**config.mk**
```make
export PLATFORM = sky130hd
export DESIGN_NAME = s4ga_cfg_streamer
export DESIGN_NICKNAME = d
export VERILOG_FILES = /design/src/rtl/s4ga_pkg.sv /design/src/rtl/s4ga_byte_fifo.sv /design/src/rtl/s4ga_cfg_streamer.sv
export SDC_FILE = /design/constraint.sdc
export NUM_CORES = 1
export LEC_CHECK = 0
export CAP_MARGIN = 25
export CORE_ASPECT_RATIO = 0.5
export CORE_MARGIN = 2
export CORE_UTILIZATION = 55
export DETAILED_ROUTE_END_ITERATION = 16
export PLACE_DENSITY = 0.88
export SLEW_MARGIN = 20
export SYNTH_ARGS = -nofsm -noshare
export SYNTH_HDL_FRONTEND = slang
export SYNTH_SLANG_ARGS = --single-unit
```
**constraint.sdc**
```tcl
create_clock -name clk -period 3.1 [get_ports clk]
set_clock_uncertainty 0.05 [all_clocks]
set_input_delay 0.465 -clock clk [delete_from_list [all_inputs] [get_ports clk]]
set_output_delay 0.465 -clock clk [all_outputs]
set_load 0.01 [all_outputs]
```
**src/rtl/s4ga_pkg.sv**
```systemverilog
`default_nettype none
// +----------------------------------------------------------------------------+
// | Module : s4ga_pkg                                                          |
// | Brief  : Shared s4ga constants, LUT-record geometry helpers, FSM states.   |
// | Rev    : 1.0                                                               |
// +----------------------------------------------------------------------------+
package s4ga_pkg;

    typedef enum logic [0:0] {
        RST_SEQ = 1'b0,
        STREAM  = 1'b1
    } state_t;

    localparam int SEG_BITS = 4;

    function automatic int ceil_div(input int a, input int b);
        return (a + b - 1) / b;
    endfunction

    function automatic int calc_n_w(input int n);
        return (n > 1) ? $clog2(n) : 1;
    endfunction

    function automatic int calc_idx_segs(input int n);
        return ceil_div(calc_n_w(n), SEG_BITS);
    endfunction

    function automatic int calc_mask_segs(input int k);
        return ceil_div(1 << k, SEG_BITS);
    endfunction

    // Segments per LUT record: K input-index fields followed by the truth-table mask.
    function automatic int calc_ll(input int n, input int k);
        return k * calc_idx_segs(n) + calc_mask_segs(k);
    endfunction

    localparam int N_W       = calc_n_w(71);
    localparam int IDX_SEGS  = calc_idx_segs(71);
    localparam int MASK_SEGS = calc_mask_segs(5);
    localparam int LL        = calc_ll(71, 5);

endpackage
`default_nettype wire

```
**src/rtl/s4ga_byte_fifo.sv**
```systemverilog
`default_nettype none
// +----------------------------------------------------------------------------+
// | Module : s4ga_byte_fifo                                                    |
// | Brief  : Power-of-two byte FIFO with flush and next-cycle full flag.       |
// | Rev    : 1.0                                                               |
// +----------------------------------------------------------------------------+
module s4ga_byte_fifo #(
    parameter int DEPTH = 4
) (
    input  logic       clk,
    input  logic       rst,
    input  logic       i_flush,
    input  logic       i_push,
    input  logic [7:0] i_data,
    input  logic       i_pop,
    output logic [7:0] o_head,
    output logic       o_empty,
    output logic       o_full_next
);

    localparam int c_AW = (DEPTH > 1) ? $clog2(DEPTH) : 1;
    localparam logic [c_AW:0]   c_DEPTH   = (c_AW + 1)'(DEPTH);
    localparam logic [c_AW:0]   c_CNT_ONE = (c_AW + 1)'(1);
    localparam logic [c_AW-1:0] c_PTR_ONE = c_AW'(1);

    generate
        if (DEPTH < 2 || (DEPTH & (DEPTH - 1)) != 0) begin : g_bad_depth
            $error("s4ga_byte_fifo: DEPTH must be a power of 2 and >= 2");
        end
    endgenerate

    logic [7:0]      r_mem [DEPTH];
    logic [c_AW-1:0] r_wr_ptr;
    logic [c_AW-1:0] r_rd_ptr;
    logic [c_AW:0]   r_count;
    logic [c_AW:0]   w_count_next;
    logic            w_push;
    logic            w_pop;

    assign o_empty = (r_count == '0);
    assign w_push  = i_push && !i_flush && (r_count != c_DEPTH);
    assign w_pop   = i_pop  && !i_flush && !o_empty;
    assign o_head  = r_mem[r_rd_ptr];

    always_comb begin
        w_count_next = r_count;
        if (i_flush) begin
            w_count_next = '0;
        end else if (w_push && !w_pop) begin
            w_count_next = r_count + c_CNT_ONE;
        end else if (w_pop && !w_push) begin
            w_count_next = r_count - c_CNT_ONE;
        end
    end

    assign o_full_next = (w_count_next == c_DEPTH);

    always_ff @(posedge clk) begin
        if (rst || i_flush) begin
            r_wr_ptr <= '0;
            r_rd_ptr <= '0;
            r_count  <= '0;
        end else begin
            r_count <= w_count_next;
            if (w_push) r_wr_ptr <= r_wr_ptr + c_PTR_ONE;
            if (w_pop)  r_rd_ptr <= r_rd_ptr + c_PTR_ONE;
        end
    end

    always_ff @(posedge clk) begin
        if (w_push) r_mem[r_wr_ptr] <= i_data;
    end

endmodule
`default_nettype wire

```
**src/rtl/s4ga_cfg_streamer.sv**
```systemverilog
`default_nettype none
// +----------------------------------------------------------------------------+
// | Module : s4ga_cfg_streamer                                                 |
// | Brief  : Byte-to-nibble config feeder for the s4ga LUT core, with core     |
// |          reset sequencing and LUT/frame boundary tracking.                 |
// |          Optional macro S4GA_CFG_STATS_EN enables the underrun counter.    |
// | Rev    : 1.0                                                               |
// +----------------------------------------------------------------------------+
module s4ga_cfg_streamer
    import s4ga_pkg::*;
#(
    parameter int N          = 71,
    parameter int K          = 5,
    parameter int SI_W       = 4,
    parameter int FIFO_DEPTH = 4,
    parameter int RST_STEPS  = N + 1
) (
    input  logic            clk,
    input  logic            rst,
    input  logic            restart,
    input  logic [7:0]      in_data,
    input  logic            in_valid,
    output logic            in_ready,
    output logic [SI_W-1:0] si,
    output logic            step,
    output logic            core_rst,
    output logic            lut_done,
    output logic            frame_done,
    output logic [15:0]     underrun_cnt
);

    localparam int c_LL    = calc_ll(N, K);
    localparam int c_SEG_W = $clog2(c_LL);
    localparam int c_LUT_W = calc_n_w(N);
    localparam int c_RST_W = $clog2(RST_STEPS + 1);

    localparam logic [c_SEG_W-1:0] c_SEG_LAST = c_SEG_W'(c_LL - 1);
    localparam logic [c_SEG_W-1:0] c_SEG_ONE  = c_SEG_W'(1);
    localparam logic [c_LUT_W-1:0] c_LUT_LAST = c_LUT_W'(N - 1);
    localparam logic [c_LUT_W-1:0] c_LUT_ONE  = c_LUT_W'(1);
    localparam logic [c_RST_W-1:0] c_RST_LAST = c_RST_W'(RST_STEPS - 1);
    localparam logic [c_RST_W-1:0] c_RST_ONE  = c_RST_W'(1);

    generate
        if (SI_W != 4) begin : g_bad_si_w
            $error("s4ga_cfg_streamer: SI_W must be 4");
        end
        if (RST_STEPS <= N) begin : g_bad_rst_steps
            $error("s4ga_cfg_streamer: RST_STEPS must exceed N");
        end
    endgenerate

    state_t              r_state;
    logic [c_RST_W-1:0]  r_rst_cnt;
    logic                r_phase;
    logic [c_SEG_W-1:0]  r_seg_cnt;
    logic [c_LUT_W-1:0]  r_lut_cnt;
    logic [SI_W-1:0]     r_si;
    logic                r_step;
    logic                r_core_rst;
    logic                r_in_ready;
    logic                r_lut_done;
    logic                r_frame_done;

    logic                w_push;
    logic                w_pop;
    logic                w_issue;
    logic [7:0]          w_head;
    logic                w_empty;
    logic                w_full_next;

    // The restart-cycle handshake is void even though in_ready may still read 1.
    assign w_push  = in_valid && r_in_ready && !restart;
    assign w_issue = (r_state == STREAM) && !w_empty;
    assign w_pop   = w_issue && r_phase;

    s4ga_byte_fifo #(
        .DEPTH (FIFO_DEPTH)
    ) u_fifo (
        .clk         (clk),
        .rst         (rst),
        .i_flush     (restart),
        .i_push      (w_push),
        .i_data      (in_data),
        .i_pop       (w_pop),
        .o_head      (w_head),
        .o_empty     (w_empty),
        .o_full_next (w_full_next)
    );

    always_ff @(posedge clk) begin
        if (rst || restart) begin
            r_state      <= RST_SEQ;
            r_rst_cnt    <= '0;
            r_phase      <= 1'b0;
            r_seg_cnt    <= '0;
            r_lut_cnt    <= '0;
            r_si         <= '0;
            r_step       <= 1'b0;
            r_core_rst   <= 1'b1;
            r_in_ready   <= 1'b0;
            r_lut_done   <= 1'b0;
            r_frame_done <= 1'b0;
        end else begin
            r_lut_done   <= 1'b0;
            r_frame_done <= 1'b0;
            case (r_state)
                RST_SEQ: begin
                    r_step     <= 1'b1;
                    r_core_rst <= 1'b1;
                    r_si       <= '0;
                    r_in_ready <= 1'b0;
                    r_rst_cnt  <= r_rst_cnt + c_RST_ONE;
                    if (r_rst_cnt == c_RST_LAST) r_state <= STREAM;
                end
                STREAM: begin
                    r_core_rst <= 1'b0;
                    r_in_ready <= !w_full_next;
                    r_step     <= w_issue;
                    if (w_issue) begin
                        r_si    <= r_phase ? w_head[3:0] : w_head[7:4];
                        r_phase <= !r_phase;
                        // Boundary flags mirror the core's own segment/LUT counters.
                        if (r_seg_cnt == c_SEG_LAST) begin
                            r_seg_cnt  <= '0;
                            r_lut_done <= 1'b1;
                            if (r_lut_cnt == c_LUT_LAST) begin
                                r_lut_cnt    <= '0;
                                r_frame_done <= 1'b1;
                            end else begin
                                r_lut_cnt <= r_lut_cnt + c_LUT_ONE;
                            end
                        end else begin
                            r_seg_cnt <= r_seg_cnt + c_SEG_ONE;
                        end
                    end
                end
                default: r_state <= RST_SEQ;
            endcase
        end
    end

    assign in_ready   = r_in_ready;
    assign si         = r_si;
    assign step       = r_step;
    assign core_rst   = r_core_rst;
    assign lut_done   = r_lut_done;
    assign frame_done = r_frame_done;

`ifdef S4GA_CFG_STATS_EN
    logic [15:0] r_underrun;

    // Counts cycles the core is left waiting in the middle of a LUT record.
    always_ff @(posedge clk) begin
        if (rst || restart) begin
            r_underrun <= '0;
        end else if ((r_state == STREAM) && !w_issue && (r_seg_cnt != '0)
                     && (r_underrun != 16'hFFFF)) begin
            r_underrun <= r_underrun + 16'd1;
        end
    end

    assign underrun_cnt = r_underrun;
`else
    assign underrun_cnt = '0;
`endif

endmodule
`default_nettype wire
```
* After elaboration in Yosys (flattened, before gate mapping)
Memory sizes are Yosys's and may differ from the RTL's. A register that Yosys moved wholly into a read port is not among the register bits. Index checks and enable logic that the tools add are counted.
Operators by class: reduce and logical (&&, ||, !) cells 22, equality and inequality tests 6, multiplexer cells 19, add/sub/neg operators 7, bitwise operators 3
Operators by type and width (count):
- adder 7 x 1 -> 7 bit, second input constant | 2
- == test 7 bit, second input constant | 2
- logical AND 1 bit | 10
- 2-to-1 mux 3 bit | 3
- 2-to-1 mux 4 bit | 2
- one-hot mux 4 bit (2 select lines) | 1
- 2-to-1 mux 7 bit | 1
- logical NOT 1 bit | 6
- 2-to-1 mux 1 bit | 6
- one-hot mux 1 bit (2 select lines) | 3
- adder 5 x 1 -> 5 bit, second input constant | 1
- == test 5 bit, second input constant | 1
- 2-to-1 mux 5 bit | 1
- adder 2 x 1 -> 2 bit, second input constant | 2
- 2-to-1 mux 2 bit | 2
- OR reduction 4 bit | 1
- adder 3 x 1 -> 3 bit, second input constant | 1
- == test 3 bit, second input constant | 1
- logical NOT 3 bit | 1
- inequality test 3 bit, second input constant | 1
- NOT 1 bit | 3
- AND reduction 3 bit | 1
- OR reduction 3 bit | 1
- subtractor 3 x 1 -> 3 bit, second input constant | 1
- other kinds (3) | 3
Storage, ports and cells: input port bits 12, RAM bits 32, flip-flop bits (word level) 37, output and inout port bits 25, memories 1, logic and storage cells 72
Memory list:
- u_fifo.r_mem | words 4, bits a word 8, read ports 1, clocked after Yosys merged registers in 1, wr ports 1, RTL line s4ga_byte_fifo.sv:32 | logic [7:0] r_mem [DEPTH];

* Longest topological paths before layout
Gate-level depths: netlist (run 1).
word-level depth 13, mapped depth 9, gate-level depth less buffers 7

* Hierarchy
A second synthesis (run 1) with hierarchy kept.
Second synthesis, totals: cells, all modules 274, area, all modules 3243.1 µm²
Modules (own cells, without submodules):
- s4ga_byte_fifo | sequential area each 1141.1 µm², cells an instance 116, times used 1, area an instance 1783.0 µm²
- s4ga_cfg_streamer | sequential area each 600.6 µm², cells an instance 158, times used 1, area an instance 1460.2 µm²

* Worst setup path before layout (run 1)
No wires, ideal clock.
kind register to register, start point reg u_fifo.r_count[0], end point reg r_in_ready (netlist: in_ready), cell stages (with the launch flop) 8, slack 1298 ps, path buffers 0, data required time 2929 ps, library setup time 121 ps, arrival 1631 ps, clock period less this slack 1802 ps, cell sequence dfxtp_1 inv_1 ha_1 nor2b_2 o2111a_2 or4_1 o21ai_1 a21oi_1
On the way: cells in the longest elaborated chain, start to end 13, elaborated cells between the ends (all ways) 20, those cells by class add/sub (2); eq/ne (2); mux (4); reduce/logical (12)
RTL lines:
- from (decl) | RTL line s4ga_byte_fifo.sv:35 | logic [c_AW:0] r_count;
- from (signal assigned) | RTL line s4ga_byte_fifo.sv:64 | r_count <= w_count_next;
- logical NOT 3 bit | RTL line s4ga_byte_fifo.sv:40 | assign o_empty = (r_count == '0);
- logical NOT 1 bit | RTL line s4ga_byte_fifo.sv:42, s4ga_cfg_streamer.sv:74
- logical AND 1 bit | RTL line s4ga_cfg_streamer.sv:74 | assign w_issue = (r_state == STREAM) && !w_empty;
- logical AND 1 bit | RTL line s4ga_cfg_streamer.sv:75 | assign w_pop = w_issue && r_phase;
- logical AND 1 bit (2 in a row) | RTL line s4ga_byte_fifo.sv:42 | assign w_pop = i_pop && !i_flush && !o_empty;
- logical AND 1 bit / logical NOT 1 bit (equally long branches) | RTL line s4ga_byte_fifo.sv:51, s4ga_byte_fifo.sv:49
- 2-to-1 mux 3 bit / logical AND 1 bit (equally long branches) | RTL line s4ga_byte_fifo.sv:51, s4ga_byte_fifo.sv:49
- 2-to-1 mux 3 bit * | RTL line s4ga_byte_fifo.sv:49 | end else if (w_push && !w_pop) begin
- 2-to-1 mux 3 bit * | RTL line s4ga_byte_fifo.sv:47 | if (i_flush) begin
- == test 3 bit * | RTL line s4ga_byte_fifo.sv:56 | assign o_full_next = (w_count_next == c_DEPTH);
- logical NOT 1 bit * | RTL line s4ga_cfg_streamer.sv:118 | r_in_ready <= !w_full_next;
- one-hot mux 1 bit (2 select lines) * | RTL line s4ga_cfg_streamer.sv:107 | case (r_state)
- to (signal assigned) | RTL line s4ga_cfg_streamer.sv:118
- to (decl) | RTL line s4ga_cfg_streamer.sv:61 | logic r_in_ready;
Mark *: on every way between the ends. The rest lies on a longest branch, timed or not. A chain may end at the register's enable or synchronous reset.

* Worst setup path after layout (run 1)
start point reg u_fifo.r_count[1], end point mem u_fifo.r_mem[0][2], enable pin
On the way: cells in the longest elaborated chain, start to end 4
RTL lines:
- inequality test 3 bit | RTL line s4ga_byte_fifo.sv:41 | assign w_push = i_push && !i_flush && (r_count != c_DEPTH);
- logical AND 1 bit | RTL line s4ga_byte_fifo.sv:41
- 2-to-1 mux 1 bit | RTL line s4ga_byte_fifo.sv:71 | if (w_push) r_mem[r_wr_ptr] <= i_data;
- 2-to-1 mux 1 bit (implied by the code) | RTL line s4ga_byte_fifo.sv:71
- to (decl) | RTL line s4ga_byte_fifo.sv:32
Every way passes these cells.

==> flow_metrics.env, run 1 <==
export IMPL_status="completed"
export IMPL_timing_final_max_slew_violations=0
export IMPL_synth_distinct_cells=41
export IMPL_r2r_end="u_fifo.r_mem[0][2]$_DFFE_PP_"
export IMPL_r2r_start="u_fifo.r_count[1]$_SDFF_PP0_"
export IMPL_ir_drop_v=0.000424
export IMPL_ant_nets=0
export IMPL_die_area_mm2=0.00624
export IMPL_period_needed_ns=2.19
export IMPL_dr_pass1_iters=4
export IMPL_syn_cell_area_mm2=0.00308
export IMPL_cts_root_buf="clkbuf_8"
export IMPL_grt_first_pass_wirelength_um=8690
export IMPL_start_kind="register"
export IMPL_initial_core_util=0.565
export IMPL_worst_pin_slew_ns=0.715
export IMPL_p_leak_nw=1.19
export IMPL_finalCritPeriodShare=0.707
export IMPL_path_class="register to register"
export IMPL_grt_ovfl_total=0
export IMPL_vias=1862
export IMPL_clock_path_buffers=2
export IMPL_hp_class="register to register"
export IMPL_die_y_um=56.9
export IMPL_rsz0062_at_grt="no"
export IMPL_power_density_mw_per_mm2=522
export IMPL_grt_max_degree=20
export IMPL_ys_warn_count=0
export IMPL_cp_required_ns=3.06
export IMPL_yosysTopAreaCell="edfxtp_1"
export IMPL_synth_top_cell_area_share=0.312
export IMPL_path_clk_slew_ns=0.07
export IMPL_power_w=0.00181
export IMPL_final_hold_viol_count=0
export IMPL_drtIter0Drc=122
export IMPL_ys_seq_elements=71
export IMPL_maxCapViolations=0
export IMPL_portBuffers=20
export IMPL_synthToLayoutAreaGrowth_pct=12.7
export IMPL_die_width_um=110
export IMPL_cts_resized=0
export IMPL_nFillCells=405
export IMPL_wl_per_cell_um=15.2
export IMPL_layout_commonest_cell="dfxtp_1"
export IMPL_antenna_found_initial=0
export IMPL_path_max_fanout=8
export IMPL_finalWorstSetupSlack_ns=0.908
export IMPL_core_area_mm2=0.00544
export IMPL_syn_inst=249
export IMPL_final_cell_mix="39 x dfxtp_1, 35 x nor2_1, 32 x edfxtp_1"
export IMPL_synthTopCellsByArea="edfxtp_1 31%, dfxtp_1 25%, mux4_2 5.9%"
export IMPL_synth_seq_area_share=0.566
export IMPL_cts_made_buffers=9
export IMPL_ff2ff_path_depth=6
export IMPL_place_congestion=0.755
export IMPL_drive_above_1_share=0.105
export IMPL_cp_arrival_ns=2.15
export IMPL_cts_tree="built"
export IMPL_crit_path_end_kind="register"
export IMPL_final_setup_tns_ns=0
export IMPL_hpwl_um=3630
export IMPL_clock_latency_ns=0.35
export IMPL_nNetsFinal=294
export IMPL_hold_start="si[2]$_SDFFE_PP0P_"
export IMPL_grt_pass1_vias=1843
export IMPL_wirelength_um=5290
export IMPL_min_to="si[2]$_SDFFE_PP0P_"
export IMPL_r2r_setup_slack_ns=0.91
export IMPL_drc=0
export IMPL_clkSinkCount=71
export IMPL_cts_hold_buf=0
export IMPL_num_rows=19
export IMPL_via_per_inst=5.35
export IMPL_htreeDepth=3
export IMPL_clock_fmax_mhz=456
export IMPL_cts_setup_buffers=0
export IMPL_dp_slack_ns=0.750
export IMPL_hold_depth=2
export IMPL_grtUsageTotal=0.193
export IMPL_insertedDiodeCount=0
export IMPL_syn_avg_cell_area_um2=12.4
export IMPL_slew_headroom=0.523
export IMPL_finalSetupViolations=0
export IMPL_io_pins=37
-- synthesized netlist by cell type --
cell type,instances
a21oi_1,5
o21ai_1,2
and2_1,6
nor2b_2,1
a31oi_1,1
a22oi_2,1
dfxtp_1,39
nand3b_1,1
or4_1,1
edfxtp_1,32
and3_1,3
xnor2_1,11
nand4_1,4
inv_1,6
nand3_4,1
nor2_1,35
nand2_2,1
ha_1,12
or3_1,2
mux4_2,8
and4bb_1,1
nor2b_1,4
buf_4,19
o2111a_2,1
buf_2,3
mux2i_1,7
o21ai_0,1
conb_1,1
nand2_1,9
clkbuf_1,3
nand2b_1,1
o31ai_1,1
nand2_4,1
nand4b_1,1
nor3_1,4
a311oi_4,1
nand3_1,3
a211oi_1,5
or2_1,1
nor4b_1,1
xor2_1,9
-- per-layer routing --
metal,vias to the layer above,share of wire,global-route usage
li1,878,-,-
met1,911,0.44,0.234
met2,61,0.49,0.312
met3,12,0.052,0.0743
met4,0,0.018,0.0759
met5,-,0,0
-- state kept, by name, indices dropped and copies added, names as in the netlist, named ones only --
signal and count:
u_fifo.r_wr_ptr 2, r_phase 1, si 4, core_rst 1
r_state 1, r_seg_cnt 5, r_lut_cnt 7, u_fifo.r_rd_ptr 2
u_fifo.r_mem 32, step 1, r_rst_cnt 7, frame_done 1
u_fifo.r_count 3, lut_done 1, in_ready 1
-- critical path: stages (launching register included) --
cell and delay [ns]:
dfxtp_1 0.38, inv_1 0.11, ha_1 0.24, nand2_2 0.12
and3_1 0.26, nor2b_1 0.27, and2_1 0.42
-- layout make-up --
| type | count | area, µm² | share of cell area |
|---|---|---|---|
| inverters | 6 | 22.5 | 0.00650 |
| flip-flops and latches | 71 | 1740 | 0.502 |
| multi-input cells | 162 | 1200 | 0.346 |
| clock inverters | 6 | 85.1 | 0.0245 |
| repair buffers | 20 | 200 | 0.0577 |
| well taps | 73 | 91.3 | 0.0263 |
| clock buffers | 10 | 128 | 0.0368 |
-- power by group --
group / total, W / internal (W) / switching (W)
combinational: 0.0000421 / 0.0000162 / 0.0000259
clock: 0.000790 / 0.000450 / 0.000340
sequential: 0.000979 / 0.000978 / 0.00000106
-- stage by stage --
step,hold WS [ns],cell area [µm²],instances,util
floorplan,0.421,3130,264,-
CTS,0.456,3470,348,0.637
global route,0.480,3470,348,0.637
finish,0.453,3470,348,0.637
detailed placement,0.446,3250,332,0.598
global placement,0.431,3250,332,0.598
-- logic make-up after synthesis --
group | count (synthesis) | synth area share
adder cells (fa/ha/maj) | 12 | 0.0488
other | 1 | 0.00122
AND/OR/NAND/NOR | 81 | 0.137
XOR/XNOR | 20 | 0.0570
buffers and inverters | 31 | 0.0622
AO/OA/AOI/OAI | 18 | 0.0464
flip-flops | 71 | 0.566
multiplexers | 15 | 0.0814
-- worst max path at each step --
stage / startpoint / to / slack, ns
after floorplan: u_fifo.r_count[0]$_SDFF_PP0_ / in_ready$_SDFF_PP0_ / 1.30
after global placement: in_valid / u_fifo.r_mem[2][6]$_DFFE_PP_ / 0.84
after detailed placement: in_valid / u_fifo.r_mem[3][5]$_DFFE_PP_ / 0.75
after CTS: u_fifo.r_count[1]$_SDFF_PP0_ / u_fifo.r_mem[1][6]$_DFFE_PP_ / 0.93
after global routing: u_fifo.r_count[0]$_SDFF_PP0_ / u_fifo.r_mem[3][3]$_DFFE_PP_ / 0.80
final: u_fifo.r_count[1]$_SDFF_PP0_ / u_fifo.r_mem[0][2]$_DFFE_PP_ / 0.91
Power figures use the tool's default switching activity.
==> run 2, diff against run 1 <==
- CORE_UTILIZATION: 55 -> 50
- PLACE_DENSITY: 0.88 -> 0.85
- clock period: 3.1 -> 2 ns (I/O delays scaled with it)
==> flow_metrics.env, run 2 (synthesis results as in run 1) <==
export IMPL_place_congestion=0.783
export IMPL_die_y_um=59.5
export IMPL_path_clk_slew_ns=0.06
export IMPL_rsz0062_at_grt="no"
export IMPL_grt_max_degree=20
export IMPL_top_regs="u_fifo.r_mem x32, r_lut_cnt x7, r_rst_cnt x7"
export IMPL_htreeDepth=3
export IMPL_power_density_mw_per_mm2=891
export IMPL_nNetsFinal=302
export IMPL_regMostFlops="u_fifo.r_mem"
export IMPL_finalSetupViolations=0
export IMPL_ir_drop_v=0.000775
export IMPL_cts_tree="built"
export IMPL_seq_area_mm2=0.00174
export IMPL_maxCapViolations=0
export IMPL_cp_required_ns=2.16
export IMPL_vias=1855
export IMPL_drc=0
export IMPL_start_kind="register"
export IMPL_die_area_mm2=0.00683
export IMPL_cts_root_buf="clkbuf_16"
export IMPL_core_area_mm2=0.00601
export IMPL_final_hold_viol_count=0
export IMPL_cts_hold_buf=0
export IMPL_clock_latency_ns=0.33
export IMPL_status="completed"
export IMPL_grt_ovfl_total=0
export IMPL_die_width_um=115
export IMPL_drtIter0Drc=72
export IMPL_worst_pin_slew_ns=0.516
export IMPL_hp_class="register to register"
export IMPL_via_per_inst=5.15
export IMPL_num_rows=20
export IMPL_layout_commonest_cell="dfxtp_1"
export IMPL_clkSinkCount=71
export IMPL_clock_path_buffers=2
export IMPL_drive_above_1_share=0.159
export IMPL_nFillCells=431
export IMPL_io_pins=37
export IMPL_path_class="register to register"
export IMPL_cp_arrival_ns=2.07
export IMPL_final_cell_mix="38 x dfxtp_1, 35 x nor2_1, 32 x edfxtp_1"
export IMPL_synthToLayoutAreaGrowth_pct=19.6
export IMPL_crit_path_end_kind="register"
export IMPL_wirelength_um=5440
export IMPL_wl_per_cell_um=15.1
export IMPL_p_leak_nw=1.29
export IMPL_finalCritPeriodShare=0.955
export IMPL_initial_core_util=0.512
export IMPL_path_max_fanout=5
export IMPL_dr_pass1_iters=4
export IMPL_insertedDiodeCount=0
export IMPL_period_needed_ns=1.91
export IMPL_portBuffers=20
export IMPL_slew_headroom=0.655
export IMPL_timing_final_max_slew_violations=0
export IMPL_grt_pass1_vias=1781
export IMPL_antenna_found_initial=0
export IMPL_multiInputGateArea_mm2=0.00122
export IMPL_grt_first_pass_wirelength_um=8720
export IMPL_cts_made_buffers=9
export IMPL_largest_register_ffs=32
export IMPL_ant_nets=0
export IMPL_final_setup_tns_ns=0
export IMPL_hold_slack_ns=0.452
export IMPL_clock_fmax_mhz=524
export IMPL_grtUsageTotal=0.175
export IMPL_hpwl_um=3820
==> run 2: changes by cell type in the layout (fill, tap and decap cells not counted), sizes merged <==
cell and change:
clkinvlp +1, clkinv -2, buf +8, inv +1
==> run 2: where the power goes <==
group | switching [W] | internal [W]
registers | 0.00000171 | 0.00152
logic | 0.0000412 | 0.0000276
clock network | 0.000592 | 0.00110
==> run 2: through the flow <==
step | utilization | setup slack [ns] | total power, W | cells | instance area, µm²
finish | 0.612 | 0.0898 | 0.00328 | 360 | 3680
global route | 0.612 | 0.00234 | 0.00337 | 360 | 3680
CTS | 0.610 | 0.0288 | 0.00330 | 360 | 3660
detailed placement | 0.554 | -0.0802 | 0.00162 | 343 | 3320
global placement | 0.554 | 0.0497 | 0.00161 | 343 | 3320
floorplan | - | 0.198 | 0.00160 | 264 | 3130
==> run 2: critical path: stages (launching register included) <==
cell	delay, ns
dfxtp_1	0.36
inv_1	0.11
ha_2	0.22
nor2b_4	0.15
o2111a_2	0.27
or4_1	0.46
o21ai_2	0.09
a21oi_1	0.08
==> run 2: final timing paths <==
kind / cells after the start / startpoint / slack [ns] / endpoint
hold / removal: 2 / si[2]$_SDFFE_PP0P_ / 0.45 / si[2]$_SDFFE_PP0P_
hold reg to reg: 2 / si[2]$_SDFFE_PP0P_ / 0.45 / si[2]$_SDFFE_PP0P_
setup / recovery: 7 / u_fifo.r_count[0]$_SDFF_PP0_ / 0.09 / in_ready$_SDFF_PP0_
setup reg to reg: 7 / u_fifo.r_count[0]$_SDFF_PP0_ / 0.09 / in_ready$_SDFF_PP0_
==> run 2: layout make-up <==
cell class	count	area share
clock buffers	10	0.0623
clock inverters	6	0.0252
inverters	6	0.00612
multi-input cells	162	0.332
flip-flops and latches	71	0.474
well taps	77	0.0262
repair buffers	28	0.0742
==> run 2: per-layer routing <==
layer	share of wire	vias to the layer above	track usage	routed length (µm)
li1	-	903	-	-
met1	0.46	893	0.210	2490
met2	0.48	52	0.282	2640
met3	0.042	7	0.0767	227
met4	0.015	0	0.0688	80
met5	0	-	0	0
==> run 2: timing repair <==
item,in CTS,in global routing
buffers inserted,1,0
endpoints found under the setup margin,33,16
pin swaps,1,1
hold endpoints to repair,0,0
gates resized for setup,5,4
==> run 3, diff against run 2 <==
- clock period: 2 -> 1.5 ns (I/O delays scaled with it)
==> flow_metrics.env, run 3 (synthesis results as in run 1) <==
export IMPL_ir_drop_v=0.000951
export IMPL_rsz0062_at_grt="yes"
export IMPL_nNetsFinal=328
export IMPL_top_regs="u_fifo.r_mem x32, r_lut_cnt x7, r_rst_cnt x7"
export IMPL_vias=2048
export IMPL_nFillCells=392
export IMPL_regMostFlops="u_fifo.r_mem"
export IMPL_grt_pass1_vias=2020
export IMPL_crit_slowest_cell="dfxtp_2"
export IMPL_finalWorstSetupSlack_ns=-0.189
export IMPL_dr_pass1_iters=4
export IMPL_crit_path_end_kind="register"
export IMPL_antenna_found_initial=0
export IMPL_final_hold_viol_count=0
export IMPL_clkSinkCount=71
export IMPL_num_rows=20
export IMPL_synthToLayoutAreaGrowth_pct=29.2
export IMPL_largest_register_ffs=32
export IMPL_maxCapViolations=0
export IMPL_grtUsageTotal=0.196
export IMPL_status="finished with violations"
export IMPL_timing_final_max_slew_violations=0
export IMPL_wirelength_um=6040
export IMPL_path_max_fanout=8
export IMPL_cp_arrival_ns=1.68
export IMPL_final_cell_mix="35 x dfxtp_1, 33 x nor2_1, 32 x edfxtp_1"
export IMPL_cts_tree="built"
export IMPL_htreeDepth=3
export IMPL_drive_above_1_share=0.294
export IMPL_seq_area_mm2=0.00175
export IMPL_path_clk_slew_ns=0.06
export IMPL_clock_latency_ns=0.33
export IMPL_hpwl_um=4050
export IMPL_cts_made_buffers=9
export IMPL_grt_first_pass_wirelength_um=9730
export IMPL_wl_per_cell_um=15.6
export IMPL_finalSetupViolations=49
export IMPL_cpPeakStageDelay_ns=0.33
export IMPL_power_density_mw_per_mm2=1070
export IMPL_finalCritPeriodShare=1.13
export IMPL_drc=0
export IMPL_grt_ovfl_total=0
export IMPL_grt_max_degree=20
export IMPL_crit_chain="inv_2 > ha_4 > buf_4 > nand2_4 > and3_4 > nor2b_4 > and2_4"
export IMPL_period_needed_ns=1.69
export IMPL_cts_root_buf="clkbuf_16"
export IMPL_portBuffers=20
export IMPL_clock_path_buffers=2
export IMPL_dp_slack_ns=-0.250
export IMPL_layout_commonest_cell="dfxtp_1"
export IMPL_die_area_mm2=0.00683
export IMPL_drtIter0Drc=41
export IMPL_violations="setup timing"
export IMPL_die_y_um=59.5
export IMPL_cts_hold_buf=0
export IMPL_hp_class="register to register"
export IMPL_clock_fmax_mhz=592
export IMPL_path_class="register to register"
export IMPL_core_area_mm2=0.00601
export IMPL_die_width_um=115
export IMPL_r2r_setup_slack_ns=-0.19
export IMPL_multiInputGateArea_mm2=0.00132
export IMPL_cp_required_ns=1.49
export IMPL_initial_core_util=0.512
export IMPL_p_leak_nw=1.47
export IMPL_via_per_inst=5.31
export IMPL_place_congestion=0.818
export IMPL_ant_nets=0
export IMPL_insertedDiodeCount=0
export IMPL_power_w=0.00426
export IMPL_io_pins=37
export IMPL_final_util=0.662
export IMPL_start_kind="register"
## run 3: changes by cell type in the layout (fill, tap and decap cells not counted), moves of 3 or more
cell	before	now
and2_2	3	0
and2_4	0	5
buf_4	7	31
clkdlybuf4s50_1	20	17
dfxtp_1	38	35
dfxtp_2	1	4
nor3_1	4	1
nor3_2	0	3
## run 3: repair_timing
action	CTS	global route
pin swaps	7	10
resized for setup	12	11
setup buffers	5	4
endpoints found under the setup margin	46	56
## run 3: path summary, 6_finish.rpt
check                               start  cells past startpoint                      endpoint
max          u_fifo.r_count[0]$_SDFF_PP0_                      7  u_fifo.r_mem[3][3]$_DFFE_PP_
min                    si[1]$_SDFFE_PP0P_                      2            si[1]$_SDFFE_PP0P_
max reg2reg  u_fifo.r_count[0]$_SDFF_PP0_                      7  u_fifo.r_mem[3][3]$_DFFE_PP_
min reg2reg            si[1]$_SDFFE_PP0P_                      2            si[1]$_SDFFE_PP0P_
## run 3: stage by stage
step | hold WS (ns) | area (µm²) | cells | TNS [ns]
floorplan | 0.274 | 3180 | 264 | -0.762
global placement | 0.434 | 3520 | 362 | -7.84
detailed placement | 0.447 | 3520 | 362 | -9.26
CTS | 0.455 | 3910 | 383 | -3.87
global route | 0.479 | 3970 | 386 | -11.09
finish | 0.452 | 3970 | 386 | -7.40
## run 3: worst max-delay path: cells and delay by family, from the launching register on
family                   cells  cell delay [ns]
flip-flops                   1             0.33
buffers and inverters        2             0.19
adder cells (fa/ha/maj)      1             0.15
AND/OR/NAND/NOR              4             0.67
## run 3: layout make-up
type,instances,area share
flip-flops and latches,71,0.440
multi-input cells,162,0.331
repair buffers,54,0.123
clock buffers,9,0.0567
well taps,77,0.0242
clock inverters,7,0.0202
inverters,6,0.00567
## run 3: layer usage
layer	global-route usage	wire length (µm)	up-vias
li1	-	-	954
met1	0.215	2500	1007
met2	0.345	3010	66
met3	0.0613	329	21
met4	0.112	197	0
met5	0	0	-
## run 3: report_power, final
group | internal (W) | switching, W | leakage, nW | total (W)
Sequential | 0.00202 | 0.00000213 | 0.604 | 0.00203
Combinational | 0.0000434 | 0.0000588 | 0.721 | 0.000102
Clock | 0.00130 | 0.000829 | 0.143 | 0.00213
==> edit, RTL diff (settings of run 2) <==
The option `S4GA_CFG_STATS_EN` is turned on by a define.
--- a/src/rtl/s4ga_cfg_streamer.sv
+++ b/src/rtl/s4ga_cfg_streamer.sv
@@ -6,6 +6,8 @@
 // |          Optional macro S4GA_CFG_STATS_EN enables the underrun counter.    |
 // | Rev    : 1.0                                                               |
 // +----------------------------------------------------------------------------+
+`define S4GA_CFG_STATS_EN
+
 module s4ga_cfg_streamer
     import s4ga_pkg::*;
 #(
Behaviour: same outputs for any inputs over 10 cycles, from zero or initial values; that may be too few to reach the edited logic, so the function may still have changed.
==> edit against run 2 <==
- cell area rose by 29%
- area after synthesis up 24%
- largest cell class unchanged
- sequential power rose by 21%
- routed wire length grew 33%
- power is 16% higher
- highest routed layer unchanged
- via count grew 39%
- worst setup slack lost 0.047 ns
- sequential cell count up 16
- sequential share of layout area shrank 4.1 points
- critical path type unchanged
- clock power grew 13%
- global-route usage is 1.8 points higher
- core utilization grew 3.5 points
==> edit: results (changes against run 2) <==
| Metric | Value |
|---|---|
| Status | completed |
| # port buffers | 36 (+80%) |
| Routed vias | 2,583 (+39%) |
| DRT iter0 DRCs | 169 (+130%) |
| CP max stage cell | dfxtp_1 |
| Synth top area cells | dfxtp_1 29%, edfxtp_1 25%, nor2_1 5.3%, mux4_2 4.7%, ha_1 4.6% |
| Gr usage total | 19.3% (+1.8 points) |
| Hold Crit Start | r_seg_cnt[1] |
| Pwr/cell area | 800 nW/um2 (-10%) |
| Vias in the first global route | 2,598 (+46%) |
| R2R setup slack | 0.04 ns (-0.05 ns) |
| DP Worst Slack | -0.0353 ns (+0.0449 ns) |
| DP Area | 4390 um2 (+32%) |
| # nets final | 415 (+37%) |
| Slew at the pin closest to its max-slew limit | 0.729 ns (+0.212 ns) |
| Worst r2r src | u_fifo.r_count[1] |
| Post-synth top cells | 55 x dfxtp_1, 54 x nor2_1, 32 x edfxtp_1 |
| Reg2reg end | u_fifo.r_count[1] |
| Hold Path End | r_seg_cnt[1] |
| Largest net degree at the start of global routing | 17 (-15%) |
| Detailed placement HPWL | 5050 um (+32%) |
| # rows | 22 (+10%) |
| Proportion of layout cells with a drive suffix above 1 | 15.0% (-0.93 points) |
| First-pass GRT wire length | 12,300 um (+41%) |
| Worst R2R Path Depth | 8 (+1) |
| Leakage | 0.00162 uW (+26%) |
-- edit: through the flow --
| stage | util, % | power (uW) | hold WS (ns) | cells |
|---|---|---|---|---|
| final | 64.8 | 3810 | 0.443 | 490 |
| after CTS | 64.5 | 3840 | 0.442 | 489 |
| after global placement | 59.7 | 1940 | 0.424 | 473 |
| after floorplan | - | 1900 | 0.349 | 338 |
| after detailed placement | 59.7 | 1940 | 0.434 | 473 |
| after global routing | 64.8 | 3910 | 0.493 | 490 |
-- edit: routing by layer --
| layer | up-vias | wire length (um) | track usage (%) |
|---|---|---|---|
| met5 | - | 0 | 0 |
| met4 | 0 | 122 | 5.36 |
| met3 | 12 | 312 | 7.57 |
| met2 | 58 | 3510 | 32.4 |
| met1 | 1215 | 3270 | 23.4 |
| li1 | 1298 | - | - |
-- edit: critical path, delay by kind of cell, from the launching register on --
kind / cells / cell delay [ns]
flip-flops: 1 / 0.36
adder cells (fa/ha/maj): 1 / 0.20
AND/OR/NAND/NOR: 2 / 0.26
AO/OA/AOI/OAI: 3 / 0.67
buffers and inverters: 2 / 0.30
-- edit: how the worst max path moves through the flow --
stage / to / slack [ns] / depth (start not counted)
3_5_place_dp: u_fifo.r_mem[0][7] / -0.04 / 5
5_1_grt: u_fifo.r_count[1] / 0.004 / 8
6_report: u_fifo.r_count[1] / 0.04 / 8
2_1_floorplan: in_ready / 0.15 / 7
3_3_place_gp: u_fifo.r_mem[2][6] / 0.01 / 5
4_1_cts: underrun_cnt[11] / 0.02 / 7
-- edit: power by group --
part	switching, uW	internal [uW]	total [uW]
clock	675	1230	1910
sequential	1.99	1840	1840
combinational	32.8	31.8	64.6
-- edit: final cells by class --
class | count | area (um2)
Fill cell | 521 | 2590
Sequential cell | 87 | 2060
Multi-Input combinational cell | 228 | 1660
Timing Repair Buffer | 53 | 538
Clock buffer | 10 | 229
Tap cell | 96 | 120
Clock inverter | 6 | 116
Inverter | 10 | 37.5
-- edit: logic make-up (layout without fill, tap and decap cells) --
logic type               count (synthesis)  in the layout  share of synthesized area [%]
XOR/XNOR                                31             31                           7.13
AO/OA/AOI/OAI                           32             32                           6.47
adder cells (fa/ha/maj)                 14             14                           4.60
buffers and inverters                   23             79                           2.92
multiplexers                            14             14                           6.34
flip-flops                              87             87                           54.1
AND/OR/NAND/NOR                        137            137                           18.4
-- edit: timing repair --
action                                  4_1_cts  5_1_grt
endpoints found under the setup margin       33       10
setup buffers                                 0        1
gates resized for setup                       4        4
pin swaps                                     0        1
